File: src/rtl/vector_result_writer_pkg.sv
`default_nettype none
// ============================================================================
// Module  : vector_result_writer_pkg
// Brief   : Shared state encoding and lane geometry for vector_result_writer.
// Rev     : 1.0
// ============================================================================
package vector_result_writer_pkg;

    localparam int LANE_W = 32;

    typedef enum logic [1:0] {
        ST_IDLE  = 2'd0,
        ST_WRITE = 2'd1,
        ST_DONE  = 2'd2
    } state_e;

    function automatic int lane_count(input int n);
        return n / LANE_W;
    endfunction

endpackage
`default_nettype wire

File: src/rtl/vector_result_writer.sv
`default_nettype none
// ============================================================================
// Module  : vector_result_writer
// Brief   : Captures a lo/hi result vector pair and streams it out as 32-bit
//           word writes to consecutive addresses.
// Rev     : 1.0
// ============================================================================
module vector_result_writer
    import vector_result_writer_pkg::*;
#(
    parameter int N      = 512,
    parameter int ADDR_W = 32
) (
    input  logic              clk,
    input  logic              rst_n,
    input  logic              start,
    input  logic              hi_en,
    input  logic [ADDR_W-1:0] base_addr,
    input  logic [N-1:0]      result_lo,
    input  logic [N-1:0]      result_hi,
    output logic              busy,
    output logic              done,
    output logic              mem_valid,
    input  logic              mem_ready,
    output logic [ADDR_W-1:0] mem_addr,
    output logic [31:0]       mem_wdata
);

    localparam int L  = lane_count(N);
    localparam int KW = (2 * L > 1) ? $clog2(2 * L) : 1;
    localparam logic [KW-1:0] LAST_HI = KW'(2 * L - 1);
    localparam logic [KW-1:0] LAST_LO = KW'(L - 1);

    state_e              state_q, state_d;
    logic [KW-1:0]       k_q, k_d;
    logic [N-1:0]        lo_q, lo_d;
    logic [N-1:0]        hi_q, hi_d;
    logic [ADDR_W-1:0]   base_q, base_d;
    logic                hi_en_q, hi_en_d;
    logic                mem_valid_q, mem_valid_d;
    logic [ADDR_W-1:0]   mem_addr_q, mem_addr_d;
    logic [31:0]         mem_wdata_q, mem_wdata_d;
    logic                busy_q, busy_d;
    logic                done_q, done_d;
    logic [2*N-1:0]      cat_d;
    logic [KW-1:0]       last_k;

    assign last_k = hi_en_q ? LAST_HI : LAST_LO;

    always_comb begin
        state_d = state_q;
        k_d     = k_q;
        lo_d    = lo_q;
        hi_d    = hi_q;
        base_d  = base_q;
        hi_en_d = hi_en_q;

        unique case (state_q)
            ST_IDLE: begin
                if (start) begin
                    lo_d    = result_lo;
                    hi_d    = result_hi;
                    base_d  = base_addr;
                    hi_en_d = hi_en;
                    k_d     = '0;
                    state_d = ST_WRITE;
                end
            end
            ST_WRITE: begin
                if (mem_ready) begin
                    if (k_q == last_k) begin
                        state_d = ST_DONE;
                    end else begin
                        k_d = k_q + KW'(1);
                    end
                end
            end
            ST_DONE: begin
                state_d = ST_IDLE;
            end
            default: begin
                state_d = ST_IDLE;
            end
        endcase

        // Outputs are computed from next-state values so they can be flopped
        // and still line up with the state they describe.
        cat_d       = {hi_d, lo_d};
        mem_wdata_d = cat_d[int'(k_d) * LANE_W +: LANE_W];
        mem_addr_d  = base_d + ADDR_W'(k_d);
        mem_valid_d = (state_d == ST_WRITE);
        busy_d      = (state_d != ST_IDLE);
        done_d      = (state_d == ST_DONE);
    end

    always_ff @(posedge clk or negedge rst_n) begin
        if (!rst_n) begin
            state_q     <= ST_IDLE;
            k_q         <= '0;
            lo_q        <= '0;
            hi_q        <= '0;
            base_q      <= '0;
            hi_en_q     <= 1'b0;
            mem_valid_q <= 1'b0;
            mem_addr_q  <= '0;
            mem_wdata_q <= '0;
            busy_q      <= 1'b0;
            done_q      <= 1'b0;
        end else begin
            state_q     <= state_d;
            k_q         <= k_d;
            lo_q        <= lo_d;
            hi_q        <= hi_d;
            base_q      <= base_d;
            hi_en_q     <= hi_en_d;
            mem_valid_q <= mem_valid_d;
            mem_addr_q  <= mem_addr_d;
            mem_wdata_q <= mem_wdata_d;
            busy_q      <= busy_d;
            done_q      <= done_d;
        end
    end

    assign mem_valid = mem_valid_q;
    assign mem_addr  = mem_addr_q;
    assign mem_wdata = mem_wdata_q;
    assign busy      = busy_q;
    assign done      = done_q;

endmodule
`default_nettype wire
File: config.mk
export PLATFORM = sky130hd
export DESIGN_NAME = vector_result_writer
export DESIGN_NICKNAME = d
export VERILOG_FILES = /design/src/rtl/vector_result_writer_pkg.sv /design/src/rtl/vector_result_writer.sv
export SDC_FILE = /design/constraint.sdc
export NUM_CORES = 2
export LEC_CHECK = 0
export CAP_MARGIN = 20
export CORE_AREA = 2 2 446 448
export CTS_CLUSTER_SIZE = 12
export DETAILED_ROUTE_END_ITERATION = 10
export DIE_AREA = 0 0 448 450
export GPL_ROUTABILITY_DRIVEN = 0
export SLEW_MARGIN = 20
export SYNTH_ARGS = -nofsm -noshare
export SYNTH_HDL_FRONTEND = slang
export SYNTH_SLANG_ARGS = --single-unit
export TNS_END_PERCENT = 20
File: constraint.sdc
create_clock -name clk -period 11.2 [get_ports clk]
set_input_delay 2.24 -clock clk [delete_from_list [all_inputs] [get_ports clk]]
set_output_delay 2.24 -clock clk [all_outputs]
set_load 0.005 [all_outputs]
After elaboration in Yosys (flattened, before gate mapping)
Cells that the tools add are included.
- add/subtract/negate cells: 2
- multipliers: 0
- div/mod/pow operators: 0
- magnitude comparators: 0
- eq/ne operators: 4
- shifts and indexed selects: 1
- multiplexer cells: 15
- bitwise logic cells: 0
- reductions and logical operators: 3
- operator list (kind ; number):
    $mux 512 ; 4
    $shiftx 1024x11->32 ; 1
    $mux 32 ; 2
    $add 32x5->32 ; 1
    $mux 5 ; 4
    $pmux 5 s2 ; 1
    $mux 2 ; 3
    $add 5x1->5 const B ; 1
    $eq 5x5->1 ; 1
    $eq 2x1->1 const B ; 2
    $pmux 2 s2 ; 1
    $eq 2x2->1 const B ; 1
    $logic_not 2->1 ; 1
    $reduce_and 2->1 ; 1
    $reduce_bool 2->1 ; 1
- flip-flop bits (word level): 1131
- bits in latches: 0
- memory bits (writable): 0
- ROM bits: 0
- input port bits: 1061
- output and inout port bits: 67
- word-level logic and storage cells: 36
- memories: 0

Longest topological paths before layout
- depth in word-level cells: 6
- gate-level depth with buffers: 20

Least setup slack after synthesis
No wires, ideal clock.
- path kind: input to register
- from: input start
- to: register mem_addr_q[28] (netlist: mem_addr[28])
- setup time: 0.123 ns
- arrival time: 5.791 ns
- required time: 11.077 ns
- setup slack: 5.287 ns
- stages: 20
- buffers on the path: 7
- path through: nor3b_2 > buf_4 > buf_4 > buf_2 > buf_2 > buf_2 > clkbuf_1 > buf_2 > nand2_1 > nand2_1 > ha_1 > inv_1 > fa_1 > nor2b_1 > o21ai_0 > a21boi_0 > o2111ai_1 > or2_1 > nand3b_1 > xnor2_1
- word-level cells in the longest chain between the ends: 3
- elaborated cells on any way between the ends: 5
- those cells by class: 1 x add/sub; 4 x mux
- RTL lines (item ; line ; text):
    start, declared ; vector_result_writer.sv:16 ; input logic start,
    $mux 32 ; vector_result_writer.sv:60 ; if (start) begin
    $mux 32 ; vector_result_writer.sv:58 ; unique case (state_q)
    net base_d[0] ; vector_result_writer.sv:38 ; logic [ADDR_W-1:0] base_q, base_d;
    $add 32x5->32 ; vector_result_writer.sv:90 ; mem_addr_d = base_d + ADDR_W'(k_d);
    net mem_addr_d[28] ; vector_result_writer.sv:41 ; logic [ADDR_W-1:0] mem_addr_q, mem_addr_d;
    end signal, assigned ; vector_result_writer.sv:117 ; mem_addr_q <= mem_addr_d;
    end, declared ; vector_result_writer.sv:41 ;
The timed path passes the listed nets, and every way through them passes these cells.
A chain may end at the register's enable or synchronous reset.

Final worst setup path
- from: input start
- to: register mem_addr_q[28] (netlist: mem_addr[28])
- word-level cells in the longest chain between the ends: 3
- elaborated cells on any way between the ends: 5
- those cells by class: 1 x add/sub; 4 x mux
- RTL lines (item ; line):
    $mux 5 or $mux 32 (tied branches) ; vector_result_writer.sv:60
    $pmux 5 s2 or $mux 32 (tied branches) ; vector_result_writer.sv:58
    $add 32x5->32 (*) ; vector_result_writer.sv:90
    net mem_addr_d[28] ; vector_result_writer.sv:41
The timed path passes the listed nets; every way through them passes the cells marked *.

==> impl_metrics.py <==
metrics = {
    "run_status": {
        "status": "completed",
    },
    "timing": {
        "setup_violations": 0,
        "max_freq_mhz": 142.5,
        "worstMarginPinSlew_ns": 1.164,
        "fin_crit_sh": 0.6264,
        "slew_headroom": 0.2237,
        "skew_ns": 0.02834,
        "fin_setup_tns_ns": 0,
        "holdWs_ns": 0.4655,
        "report.final.slew_viol_count": 0,
        "rsz0062_at_grt": "no",
        "hold_viol": 0,
        "fin_crit_ns": 7.016,
    },
    "clock_network": {
        "postCtsResizedCells": 0,
        "cts_buffers": 138,
        "htree_levels": 4,
        "cts.clk_slew.worst_paths_ns": 0.05,
        "cts_tree": "done",
        "cts_hold_buf": 0,
        "clock_latency_ns": 0.81,
        "cts_setup_buffers": 0,
        "cts-root-buf": "clkbuf_16",
        "clock_sinks": 1131,
        "cts_buffer_depth": 3,
    },
    "synthesis": {
        "ys_types": 65,
        "ys_seq_area_frac": 0.5475,
        "syn_area_mm2": 0.05169,
        "synthSimpleGateAreaFrac": 0.2350,
        "synth_cells": 5662,
        "yosys_warnings": 0,
        "synthFlopType": "dfrtp_1",
        "ys_async_sr_fraction": 1.000,
        "synth_xor_area_frac": 0.005228,
        "ys_ff_latch": 1131,
        "syn_nets": 6730,
        "synth_area_leaders": "dfrtp_1, nand2_1, mux2_2",
        "synthAdderAreaFrac": 0.001839,
        "synth_area_leader_cell": "dfrtp_1",
        "synth-compound-area-share": 0.07789,
        "synth.area.mux_share": 0.09679,
        "synth_top_family_by_area": "simple AND/OR/NAND/NOR gates",
        "synth_top_area_frac": 0.5475,
        "syn_area_per_cell_um2": 9.130,
        "synth_edf_count": 0,
    },
    "power": {
        "p_sw_w": 0.008759,
        "combPwrFrac": 0.452,
        "clkPwrFrac": 0.225,
        "irDropWorstVdd_uv": 206.6,
        "switching_share": 0.4213,
        "p_int_w": 0.01203,
        "pwr-share-seq": 0.323,
        "leakage_nw": 32.91,
        "power_density_mw_per_mm2": 295.1,
        "finalPower_w": 0.02079,
    },
    "setup_path": {
        "required_ns": 11.88,
        "arrival_ns": 7.70,
        "crit_fanout": 71,
        "crit_type": "primary input to flip-flop",
        "critPathLaunchType": "primary input",
        "endpoint_kind": "flip-flop",
    },
    "placed_design": {
        "dp_cells": 9111,
        "io_buffers": 1127,
        "dpl.hpwl_um": 193300,
        "placed_cell_area_mm2": 0.06561,
    },
    "global_route": {
        "antenna_found_initial": 121,
        "grt_pass1_wl_um": 354000,
        "track_usage": 0.2487,
        "grt_pass1_vias": 46470,
        "gr-total-overflow": 0,
        "grt_max_degree": 196,
    },
    "final_layout": {
        "drive_above_1_share": 0.09486,
        "stdcell_area_mm2": 0.07045,
        "area_growth_syn_to_layout_pct": 36.28,
        "final_cell_mix": "nand2_1, dfrtp_1, clkdlybuf4s50_1, mux2_2, nand2b_1",
        "n_fill_cell": 20110,
        "final_common_cell": "nand2_1",
        "fin_nets": 7679,
        "final_cell_count_no_fill": 9423,
    },
    "drt": {
        "dr.pass1.iters": 6,
        "vias": 45980,
        "drt_iter0_markers": 4576,
        "viasPerCell": 4.880,
        "postRouteAntennaNets": 0,
        "route.detailed.drc": 0,
        "wl_per_cell_um": 27.39,
        "routed_wl_um": 258100,
    },
    "job": {
        "cap_violations": 0,
    },
    "die": {
        "fp.dieW_um": 448,
        "die_area_mm2": 0.2016,
        "rows": 163,
        "ios": 1128,
        "initial_core_util": 0.2629,
        "core_mm2": 0.1966,
        "die_y_um": 450,
    },
    "worst_hold_path": {
        "min_path_type": "flip-flop to flip-flop",
    },
}
[path summary, 6_finish.rpt]
| path | start | end | slack [ns] | cells after the start |
|---|---|---|---|---|
| hold reg to reg | hi_q[283]$_DFF_PN0_ | hi_q[283]$_DFF_PN0_ | 0.47 | 2 |
| setup reg to reg | k_q[0]$_DFF_PN0_ | mem_addr[28]$_DFF_PN0_ | 5.64 | 16 |
| max in group asynchronous | rst_n | hi_q[136]$_DFF_PN0_ | 7.49 | 3 |
| hold / removal | hi_q[283]$_DFF_PN0_ | hi_q[283]$_DFF_PN0_ | 0.47 | 2 |
| min in group asynchronous | rst_n | lo_q[283]$_DFF_PN0_ | 1.41 | 1 |
| setup / recovery | start | mem_addr[28]$_DFF_PN0_ | 4.18 | 16 |
[worst max-delay path, stage by stage]
cell and delay, ns:
clkdlybuf4s50_1 0.46, or3b_4 0.94, nand2_1 0.16, mux2_4 0.30, buf_4 0.42, inv_4 0.65, ha_1 0.31, inv_1 0.09
fa_1 0.44, nor2b_1 0.14, o21ai_0 0.10, a21boi_0 0.30, o2111ai_1 0.29, or2_1 0.40, nand3b_1 0.21, xnor2_1 0.14
[final cells by class]
type / instances / area, um^2 / area share
flip-flops and latches: 1131 / 28300 / 0.4017
clock inverters: 43 / 586.8 / 0.008329
clock buffers: 201 / 4083 / 0.05795
diodes: 68 / 170.2 / 0.002415
well taps: 2640 / 3303 / 0.04689
repair buffers: 1203 / 12080 / 0.1714
inverters: 26 / 107.6 / 0.001527
multi-input cells: 4111 / 21820 / 0.3097
[sequential cells by signal (all words and copies together), names as in the netlist]
name / flops
mem_wdata: 32
k_q: 5
mem_valid: 1
hi_q: 512
hi_en_q: 1
base_q: 32
mem_addr: 32
busy: 1
done: 1
state_q: 2
lo_q: 512
[Yosys cell counts (32+ instances only)]
| cell | count |
|---|---|
| o221ai_1 | 191 |
| o21ai_0 | 41 |
| buf_1 | 34 |
| clkbuf_1 | 188 |
| a211o_1 | 33 |
| dfrtp_1 | 1131 |
| nor4_1 | 32 |
| mux2i_1 | 177 |
| a21oi_1 | 164 |
| nand3_1 | 45 |
| o22ai_1 | 94 |
| buf_2 | 156 |
| nand2_1 | 2704 |
| nand2b_1 | 192 |
| mux2_2 | 287 |
[metal layers]
layer / GRT usage / vias to the layer above / routed length, um
met3: 0.04761 / 532 / 16280
met5: 0 / - / 284
met2: 0.3921 / 1881 / 121300
met4: 0.1547 / 44 / 16290
met1: 0.3130 / 22920 / 104000
li1: - / 20610 / -
[power by group through the flow]
stage               Combinational, W  Clock, W  Sequential [W]
global placement             0.00933         0         0.00675
global route                  0.0102   0.00493         0.00690
finish                       0.00939   0.00468         0.00672
detailed placement           0.00943         0         0.00679
CTS                          0.00949   0.00478         0.00673
floorplan                    0.00552         0         0.00644
[logic make-up after synthesis]
family / count (synthesis)
simple gates: 3031
xor+xnor: 30
mux: 464
compound gates: 579
buf+inv: 420
fa+ha+maj: 7
flops: 1131
[per-stage QoR]
| stage | utilization | setup WS (ns) |
|---|---|---|
| global placement | 0.3333 | 3.240 |
| finish | 0.3583 | 4.184 |
| floorplan | - | 5.287 |
| CTS | 0.3575 | 4.293 |
| detailed placement | 0.3337 | 3.413 |
| global route | 0.3582 | 3.988 |
(Power assumes the default switching activity.)
